File: config.mk
export PLATFORM = sky130hd
export DESIGN_NAME = tick_sched_ctrl
export DESIGN_NICKNAME = d
export VERILOG_FILES = /design/src/rtl/tick_sched_ctrl_pkg.sv /design/src/rtl/tick_sched_ctrl_tick_gen.sv /design/src/rtl/tick_sched_ctrl.sv
export SDC_FILE = /design/constraint.sdc
export NUM_CORES = 1
export LEC_CHECK = 0
export CAP_MARGIN = 20
export CORE_UTILIZATION = 41
export DETAILED_ROUTE_END_ITERATION = 8
export GPL_ROUTABILITY_DRIVEN = 0
export HOLD_SLACK_MARGIN = 0.1
export SYNTH_ARGS = -nofsm -noshare
export SYNTH_HDL_FRONTEND = slang
export SYNTH_HIERARCHICAL = 1
export SYNTH_SLANG_ARGS = --single-unit
File: constraint.sdc
create_clock -name clk_in -period 5.9 [get_ports clk_in]
set_input_delay 1.18 -clock clk_in [delete_from_list [all_inputs] [get_ports clk_in]]
set_output_delay 1.18 -clock clk_in [all_outputs]
set_load 0.05 [all_outputs]
File: src/rtl/tick_sched_ctrl_pkg.sv
// Shared definitions for the timebase controller: mode encoding, strobe bundle, counter sizing.
// The display and timekeeping blocks decode mode with the same encoding.
package tick_sched_ctrl_pkg;

    localparam int unsigned MODE_W = 2;

    typedef enum logic [MODE_W-1:0] {
        MODE_RUN   = 2'd0,
        MODE_PAUSE = 2'd1,
        MODE_SET   = 2'd2
    } mode_e;

    typedef struct packed {
        logic scan;
        logic sec;
        logic adv;
        logic blink;
    } strobe_t;

    // Counter width for a modulus; a modulus of 1 still needs one storage bit.
    function automatic int unsigned cnt_w(input int unsigned modulus);
        return (modulus > 1) ? $clog2(modulus) : 1;
    endfunction

endpackage

File: src/rtl/tick_sched_ctrl_tick_gen.sv
// Modulo-MOD counter with enable and synchronous clear; tick_c_o flags the enabled wrap cycle.
// The tick is combinational so instances can be cascaded on the same edge.
module tick_gen
    import tick_sched_ctrl_pkg::*;
#(
    parameter int unsigned MOD = 4
) (
    input  logic clk_in,
    input  logic rst_n,
    input  logic en_i,
    input  logic clr_i,
    output logic tick_c_o
);

    localparam int unsigned   CW   = cnt_w(MOD);
    localparam logic [CW-1:0] LAST = CW'(MOD - 1);

    logic [CW-1:0] cnt_q;
    logic [CW-1:0] cnt_d;

    // Clear wins over enable; wrap compares against MOD-1 so the count never overflows.
    always_comb begin
        cnt_d    = cnt_q;
        tick_c_o = en_i && !clr_i && (cnt_q == LAST);
        if (clr_i) begin
            cnt_d = '0;
        end else if (en_i) begin
            cnt_d = (cnt_q == LAST) ? '0 : cnt_q + CW'(1);
        end
    end

    always_ff @(posedge clk_in or negedge rst_n) begin
        if (!rst_n) begin
            cnt_q <= '0;
        end else begin
            cnt_q <= cnt_d;
        end
    end

endmodule

File: src/rtl/tick_sched_ctrl.sv
// Central timebase: one prescaler feeds scan, seconds, blink and fast-advance enables,
// gated by the RUN/PAUSE/SET mode sequencer. All outputs are clk_in-domain registered strobes.
module tick_sched_ctrl
    import tick_sched_ctrl_pkg::*;
#(
    parameter int unsigned CLK_HZ  = 50_000_000,
    parameter int unsigned SCAN_HZ = 1_000,
    parameter int unsigned FAST_HZ = 8
) (
    input  logic       clk_in,
    input  logic       rst_n,
    input  logic       run_req,
    input  logic       pause_req,
    input  logic       set_req,
    input  logic       inc_req,
    input  logic       fast_en,
    output logic       scan_tick,
    output logic       sec_tick,
    output logic       adv_tick,
    output logic       blink,
    output logic [1:0] mode
);

    localparam int unsigned DIV       = CLK_HZ / SCAN_HZ;
    localparam int unsigned SUB_MOD   = SCAN_HZ;
    localparam int unsigned BLINK_MOD = SCAN_HZ / 2;
    localparam int unsigned FAST_MOD  = SCAN_HZ / FAST_HZ;

    if ((CLK_HZ % SCAN_HZ) != 0 || (SCAN_HZ % 2) != 0 || (SCAN_HZ % FAST_HZ) != 0) begin : g_bad_params
        $error("tick_sched_ctrl: CLK_HZ/SCAN_HZ/FAST_HZ ratios must be integral and SCAN_HZ even");
    end

    mode_e   state_q;
    mode_e   state_d;
    strobe_t strobe_q;
    strobe_t strobe_d;

    logic in_run;
    logic in_set;
    logic pre_tick_c;
    logic sub_tick_c;
    logic blink_tick_c;
    logic fast_tick_c;

    assign in_run = (state_q == MODE_RUN);
    assign in_set = (state_q == MODE_SET);

    // Shared prescaler: free-running in every mode.
    tick_gen #(.MOD(DIV)) u_pre (
        .clk_in   (clk_in),
        .rst_n    (rst_n),
        .en_i     (1'b1),
        .clr_i    (1'b0),
        .tick_c_o (pre_tick_c)
    );

    // Sub-second phase: frozen in PAUSE, held clear in SET so RUN restarts a full second.
    tick_gen #(.MOD(SUB_MOD)) u_sub (
        .clk_in   (clk_in),
        .rst_n    (rst_n),
        .en_i     (pre_tick_c && in_run),
        .clr_i    (in_set),
        .tick_c_o (sub_tick_c)
    );

    tick_gen #(.MOD(BLINK_MOD)) u_blink (
        .clk_in   (clk_in),
        .rst_n    (rst_n),
        .en_i     (pre_tick_c && in_set),
        .clr_i    (state_d != MODE_SET),
        .tick_c_o (blink_tick_c)
    );

    // Fast-advance phase restarts whenever fast_en drops or SET is left.
    tick_gen #(.MOD(FAST_MOD)) u_fast (
        .clk_in   (clk_in),
        .rst_n    (rst_n),
        .en_i     (pre_tick_c && in_set && fast_en),
        .clr_i    (!(in_set && fast_en)),
        .tick_c_o (fast_tick_c)
    );

    always_ff @(posedge clk_in or negedge rst_n) begin
        if (!rst_n) begin
            state_q <= MODE_RUN;
        end else begin
            state_q <= state_d;
        end
    end

    // Request priority: set_req, then pause_req, then run_req.
    always_comb begin
        state_d = state_q;
        unique case (state_q)
            MODE_RUN: begin
                if (set_req)        state_d = MODE_SET;
                else if (pause_req) state_d = MODE_PAUSE;
            end
            MODE_PAUSE: begin
                if (set_req)      state_d = MODE_SET;
                else if (run_req) state_d = MODE_RUN;
            end
            MODE_SET: begin
                if (set_req || run_req) state_d = MODE_RUN;
            end
            default: state_d = MODE_RUN;
        endcase
    end

    // Strobe gating uses the current state; blink follows the next state so it reads 1 on SET exit.
    always_comb begin
        strobe_d       = '0;
        strobe_d.blink = 1'b1;
        strobe_d.scan  = pre_tick_c;
        strobe_d.sec   = sub_tick_c;
        strobe_d.adv   = in_set && (inc_req || fast_tick_c);
        if (state_d == MODE_SET) begin
            strobe_d.blink = strobe_q.blink ^ blink_tick_c;
        end
    end

    always_ff @(posedge clk_in or negedge rst_n) begin
        if (!rst_n) begin
            strobe_q <= '{scan: 1'b0, sec: 1'b0, adv: 1'b0, blink: 1'b1};
        end else begin
            strobe_q <= strobe_d;
        end
    end

    assign scan_tick = strobe_q.scan;
    assign sec_tick  = strobe_q.sec;
    assign adv_tick  = strobe_q.adv;
    assign blink     = strobe_q.blink;
    assign mode      = state_q;

endmodule

==> results of run 1 <==
==> final cells by class <==
type	instances	share of cell area, %
Sequential cell	48	38.5
Clock inverter	2	1.12
Timing Repair Buffer	13	3.92
Multi-Input combinational cell	236	50.3
Tap cell	77	3.08
Inverter	6	0.721
Clock buffer	6	2.32
==> flip-flops by register name, indices dropped and copies added, names as in the netlist <==
name and flops:
adv_tick 1, blink 1, mode 2, scan_tick 1, sec_tick 1, u_blink/cnt_q 9, u_fast/cnt_q 7, u_pre/cnt_q 16
u_sub/cnt_q 10
==> where the power goes <==
part           total, mW  internal, mW  switching (mW)  leakage, nW
logic             0.0517        0.0192          0.0325        0.561
registers          0.340         0.333         0.00679        0.661
clock network      0.240         0.126           0.114       0.0552
==> routing by layer <==
metal | part of all wire (%) | vias up | global-route usage, %
li1 | - | 1135 | -
met1 | 50 | 1078 | 23.1
met2 | 47 | 28 | 28.9
met3 | 2.3 | 5 | 3.64
met4 | 1.2 | 0 | 5.70
met5 | 0 | - | 0
==> cell families after synthesis <==
logic type | synth area share, %
and+or+nand+nor | 31.4
AOI/OAI and AO/OA | 18.9
DFF | 42.8
buffers and inverters | 1.92
adders and majority gates | 2.23
muxes | 1.47
xor gates and xnor gates | 0.936
other | 0.268
==> stage by stage <==
step	hold slack (ps)	utilization [%]	setup slack, ps
6_report	514	48.1	2980
3_5_place_dp	496	46.4	2820
4_1_cts	514	48.1	2990
5_1_grt	534	48.1	2590
3_3_place_gp	482	46.4	2860
2_1_floorplan	465	-	3470
==> cell usage in the layout, fill, tap and decap left out, drive strengths merged, types with 3 or more instances in the layout <==
master	count
clkdlybuf4s50	11
dfrtp	47
clkbuf	6
or4	8
or3	6
a41oi	5
nand2	30
nor3	6
or3b	4
mux2i	3
o211ai	9
and2	3
nor2b	3
nand3	19
or2b	4
conb	8
nand4	12
a21oi	15
a31oi	8
nor2	15
nand2b	9
ha	5
and3	7
inv	6
o21ai	18
==> path summary, 6_finish.rpt <==
kind	cells after the start	slack, ps	to
worst min register to register	1	510	u_sub/cnt_q[8]$_DFFE_PN0P_
worst min-delay path	1	510	u_sub/cnt_q[8]$_DFFE_PN0P_
worst max register to register	9	2980	u_sub/cnt_q[8]$_DFFE_PN0P_
worst max-delay path	9	2980	u_sub/cnt_q[8]$_DFFE_PN0P_
max in group asynchronous	2	4510	u_sub/cnt_q[9]$_DFFE_PN0P_
min in group asynchronous	2	960	u_fast/cnt_q[1]$_DFFE_PN0P_
==> impl_metrics.yaml, run 1 <==
outcome:
  outcome: "finished, violations left"
  failed_checks: "DRC"
detailed_routing:
  dr.pass1.iters: 7
  ant_nets: 0
  vias: 2246
  wl_um: 5650
  drt-initial-drc-count: 80
  route.detailed.drc: 1
  wl_per_cell_um: 14.6
  vias_per_cell: 5.79
die:
  initial_core_util_pct: 43.2
  io_pins: 13
  fp.dieArea_um2: 7180
  rows: 29
  dieWidth_um: 84.7
  core-area_um2: 6490
  die_h_um: 84.7
logic_synthesis:
  syn_avg_cell_area_um2: 9.71
  ys_seq_area_share_pct: 42.8
  ys.flop_type: "dfrtp_1"
  synthCells: 289
  synthArstFlopShare_pct: 100
  ys_seq_elements: 48
  synthTopCellsByCount: "dfrtp_1, nand2_1, nand3_1"
  synth_warnings: 6
  synth_top_area_share_pct: 41.9
  yosysTopAreaCell: "dfrtp_1"
  synth_cell_types: 72
  synth_edf_count: 0
  synth.most_common_cell: "dfrtp_1"
  syn_area_um2: 2810
  synth.area.top_cells: "dfrtp_1, nand2_1, nand3_1"
power:
  p_total_mw: 0.632
  vdd_drop_max_uv: 99.0
  power.leakage_nw: 1.28
  powerDensity_nw_per_um2: 202
place:
  dpl_cell_area_um2: 3020
  port_buffers: 12
  dp_hpwl_um: 3820
  dp_cells: 380
finish:
  layout-drive-gt1-share_pct: 10.6
  nets: 322
  final_cell_area_um2: 3120
  register_area_um2: 1200
  diodes: 0
  fill_cells: 606
  multi_input_area_um2: 1570
  stdcell_count: 388
  syn_to_final_growth_pct: 11.3
sta:
  max_freq_mhz: 342
  maxSlewViolCount: 0
  hold_viol: 0
  skew_ps: 7.58
  worstMarginPinSlew_ps: 817
  fin_crit_ps: 2920
  setup_violations: 0
  slew_headroom_pct: 45.5
  rsz0062_at_grt: "no"
  period_share_pct: 49.5
  fin_setup_tns_ps: 0
setup_path:
  setup.worst_path.start: "u_pre/cnt_q[0]$_DFFE_PN0P_"
  crit_required_ps: 6130
  path_class: "reg2reg"
  cp_max_fo: 9
  slowest_stage: "nor3b_1"
  end_kind: "flop"
  critPathTopFamily: "simple AND/OR/NAND/NOR gates"
  start_kind: "flop"
  crit_path_max_incr_delay_ps: 530
  cp_cell_sequence: "ha_1, and3_1, nand4_1, nor2_1, nor3b_1, nand2b_1, a41oi_4, o21ai_0, a31oi_1"
  r2r_start: "u_pre/cnt_q[0]$_DFFE_PN0P_"
  arrival_ps: 3150
  path_buf_inv: 0
clocking:
  cts_setup_buffers: 0
  cts_max_level: 2
  cts_tree: "built"
  clock_sink_count: 48
  clockRootBuffer: "clkbuf_8"
  cts_made_buffers: 5
  clkLatencyLatePin_ps: 300
  path_clk_slew_ps: 90
  hold_buffers: 0
  clockBufferDepth: 2
  ctsResizeCount: 0
run:
  cap_viol_max_count: 0
grt:
  grt_max_degree: 49
  grt_pass1_wl_um: 10200
  first_global_vias: 2182
  grt_use_total_pct: 17.5
  grt_overflow_total: 0
  antenna_found_initial: 0
min_path:
  min_path_type: "reg2reg"
  holdCritStartpoint: "u_sub/cnt_q[8]$_DFFE_PN0P_"
Note: power is estimated with default switching activity, not from simulation.
==> run 2, diff against run 1 <==
Clock period 5.9 ns to 2.9 ns, I/O delays scaled along.
==> run 2 against run 1 <==
Compared with the run above: the flow now finishes without violations; maximum frequency rose by 16%; clock power rose by 99%; clock skew rose by 3.9 ps; clock-buffer cell count did not move; die area did not move; worst hold slack got worse by 220 ps; via count rose by 2.0%; flip-flop and latch count did not move; total power rose by 100%; register-to-register slack got worse by 2600 ps; non-clock buffer count rose by 5; critical path depth fell by 1; critical path type unchanged; critical endpoint unchanged.
==> impl_metrics.yaml, run 2 (synthesized netlist as in run 1, its figures left out) <==
place:
  pre_cts_ws_ps: 375
  dp_hpwl_um: 3970
  port_buffers: 12
finish:
  final_cell_mix: "dfrtp_1, nand2_1, nand3_1, o21ai_0"
  register_area_um2: 1200
  nets: 327
  fill_cells: 597
  layout_commonest_cell: "dfrtp_1"
  multi_input_area_um2: 1570
  layout-drive-gt1-share_pct: 12.0
  diodes: 0
  largest-register: "u_pre/cnt_q"
  syn_to_final_growth_pct: 12.7
  top_regs: "u_pre/cnt_q (16), u_sub/cnt_q (10), u_blink/cnt_q (9)"
  largest_reg_flops: 16
die:
  rows: 29
  core-area_um2: 6490
  fp.dieArea_um2: 7180
  io_pins: 13
  die_h_um: 84.7
  initial_core_util_pct: 43.2
  dieWidth_um: 84.7
sta:
  fin_setup_tns_ps: 0
  setup_violations: 0
  slew_headroom_pct: 50.1
  postLayoutSetupSlackWorst_ps: 376
  holdWs_ps: 294
  period_share_pct: 87.0
  hold_viol: 0
  maxSlewViolCount: 0
  rsz0062_at_grt: "no"
  fin_crit_ps: 2520
  skew_ps: 11.5
  worstMarginPinSlew_ps: 741
  max_freq_mhz: 396
detailed_routing:
  vias_per_cell: 5.83
  route.detailed.drc: 0
  wl_um: 5570
  wl_per_cell_um: 14.2
  ant_nets: 0
  vias: 2292
  drt-initial-drc-count: 86
  dr.pass1.iters: 6
clocking:
  cts_max_level: 2
  clockRootBuffer: "clkbuf_8"
  cts_made_buffers: 5
  clkLatencyLatePin_ps: 300
  cts_setup_buffers: 0
  cts_tree: "built"
  path_clk_slew_ps: 90
  ctsResizeCount: 0
  clockBufferDepth: 2
  hold_buffers: 0
  clock_sink_count: 48
grt:
  grt_max_degree: 30
  grt_overflow_total: 0
  grt_pass1_wl_um: 9950
  antenna_found_initial: 0
  grt_use_total_pct: 17.1
  first_global_vias: 2176
setup_path:
  arrival_ps: 2740
  path_buf_inv: 0
  crit_path_max_incr_delay_ps: 480
  end_kind: "flop"
  slowest_stage: "dfrtp_1"
  crit_required_ps: 3120
  r2r_start: "u_pre/cnt_q[7]$_DFFE_PN0P_"
  start_kind: "flop"
  path_class: "reg2reg"
  setup.worst_path.start: "u_pre/cnt_q[7]$_DFFE_PN0P_"
  cp_cell_sequence: "nor4b_4, nand4_1, nor2_1, nor3b_1, nand2b_1, a41oi_4, o21ai_0, a31oi_1"
  cp_max_fo: 9
  critPathTopFamily: "simple AND/OR/NAND/NOR gates"
outcome:
  outcome: "complete, no violations"
power:
  powerDensity_nw_per_um2: 404
  vdd_drop_max_uv: 237
  power.leakage_nw: 1.30
run:
  cap_viol_max_count: 0
min_path:
  min_path_type: "in2async"
## run 2: changes by cell type in the layout (fill, tap and decap cells not counted), sizes merged
cell | previous run | this run
buf | 2 | 7
## run 2: path summary, 6_finish.rpt
check                                               to  slack [ps]  cells after the start
setup / recovery            u_sub/cnt_q[8]$_DFFE_PN0P_         380                      8
hold / removal             u_fast/cnt_q[1]$_DFFE_PN0P_         290                      1
setup reg to reg            u_sub/cnt_q[8]$_DFFE_PN0P_         380                      8
hold reg to reg            u_pre/cnt_q[15]$_DFFE_PN0P_         500                      1
max in group asynchronous  u_pre/cnt_q[14]$_DFFE_PN0P_        1990                      2
min in group clk_in        u_pre/cnt_q[15]$_DFFE_PN0P_         500                      1
## run 2: power breakdown
group	internal, mW	switching [mW]
clock	0.256	0.222
combinational	0.0407	0.0670
sequential	0.678	0.0136
total	0.975	0.302
## run 2: metrics by stage
stage               util (%)  instances  power (mW)  cell area [um2]
detailed placement      47.0        385       0.812             3050
finish                  48.7        393        1.28             3160
CTS                     48.7        393        1.30             3160
global route            48.7        393        1.34             3160
floorplan                  -        295       0.767             2830
global placement        47.0        385       0.812             3050
## run 2: layout make-up
cell class / count / share of cell area, %
multi-input combinational: 236 / 49.7
timing repair buffer: 18 / 5.07
sequential: 48 / 38.0
tap: 77 / 3.05
clock inverter: 2 / 1.11
clock buffer: 6 / 2.30
inverter: 6 / 0.712
## run 2: layer usage
metal	vias to the layer above	part of all wire, %	global-route usage (%)
met5	-	0	0
met4	0	1.5	6.01
met3	9	3.8	4.13
met2	48	45	27.3
met1	1091	50	22.8
li1	1144	-	-
==> run 3, diff against run 2 <==
Settings changed: SETUP_SLACK_MARGIN from default to 0.05.
==> results of run 3 <==
Final layout, timing and power as in run 2 (identical DEF).
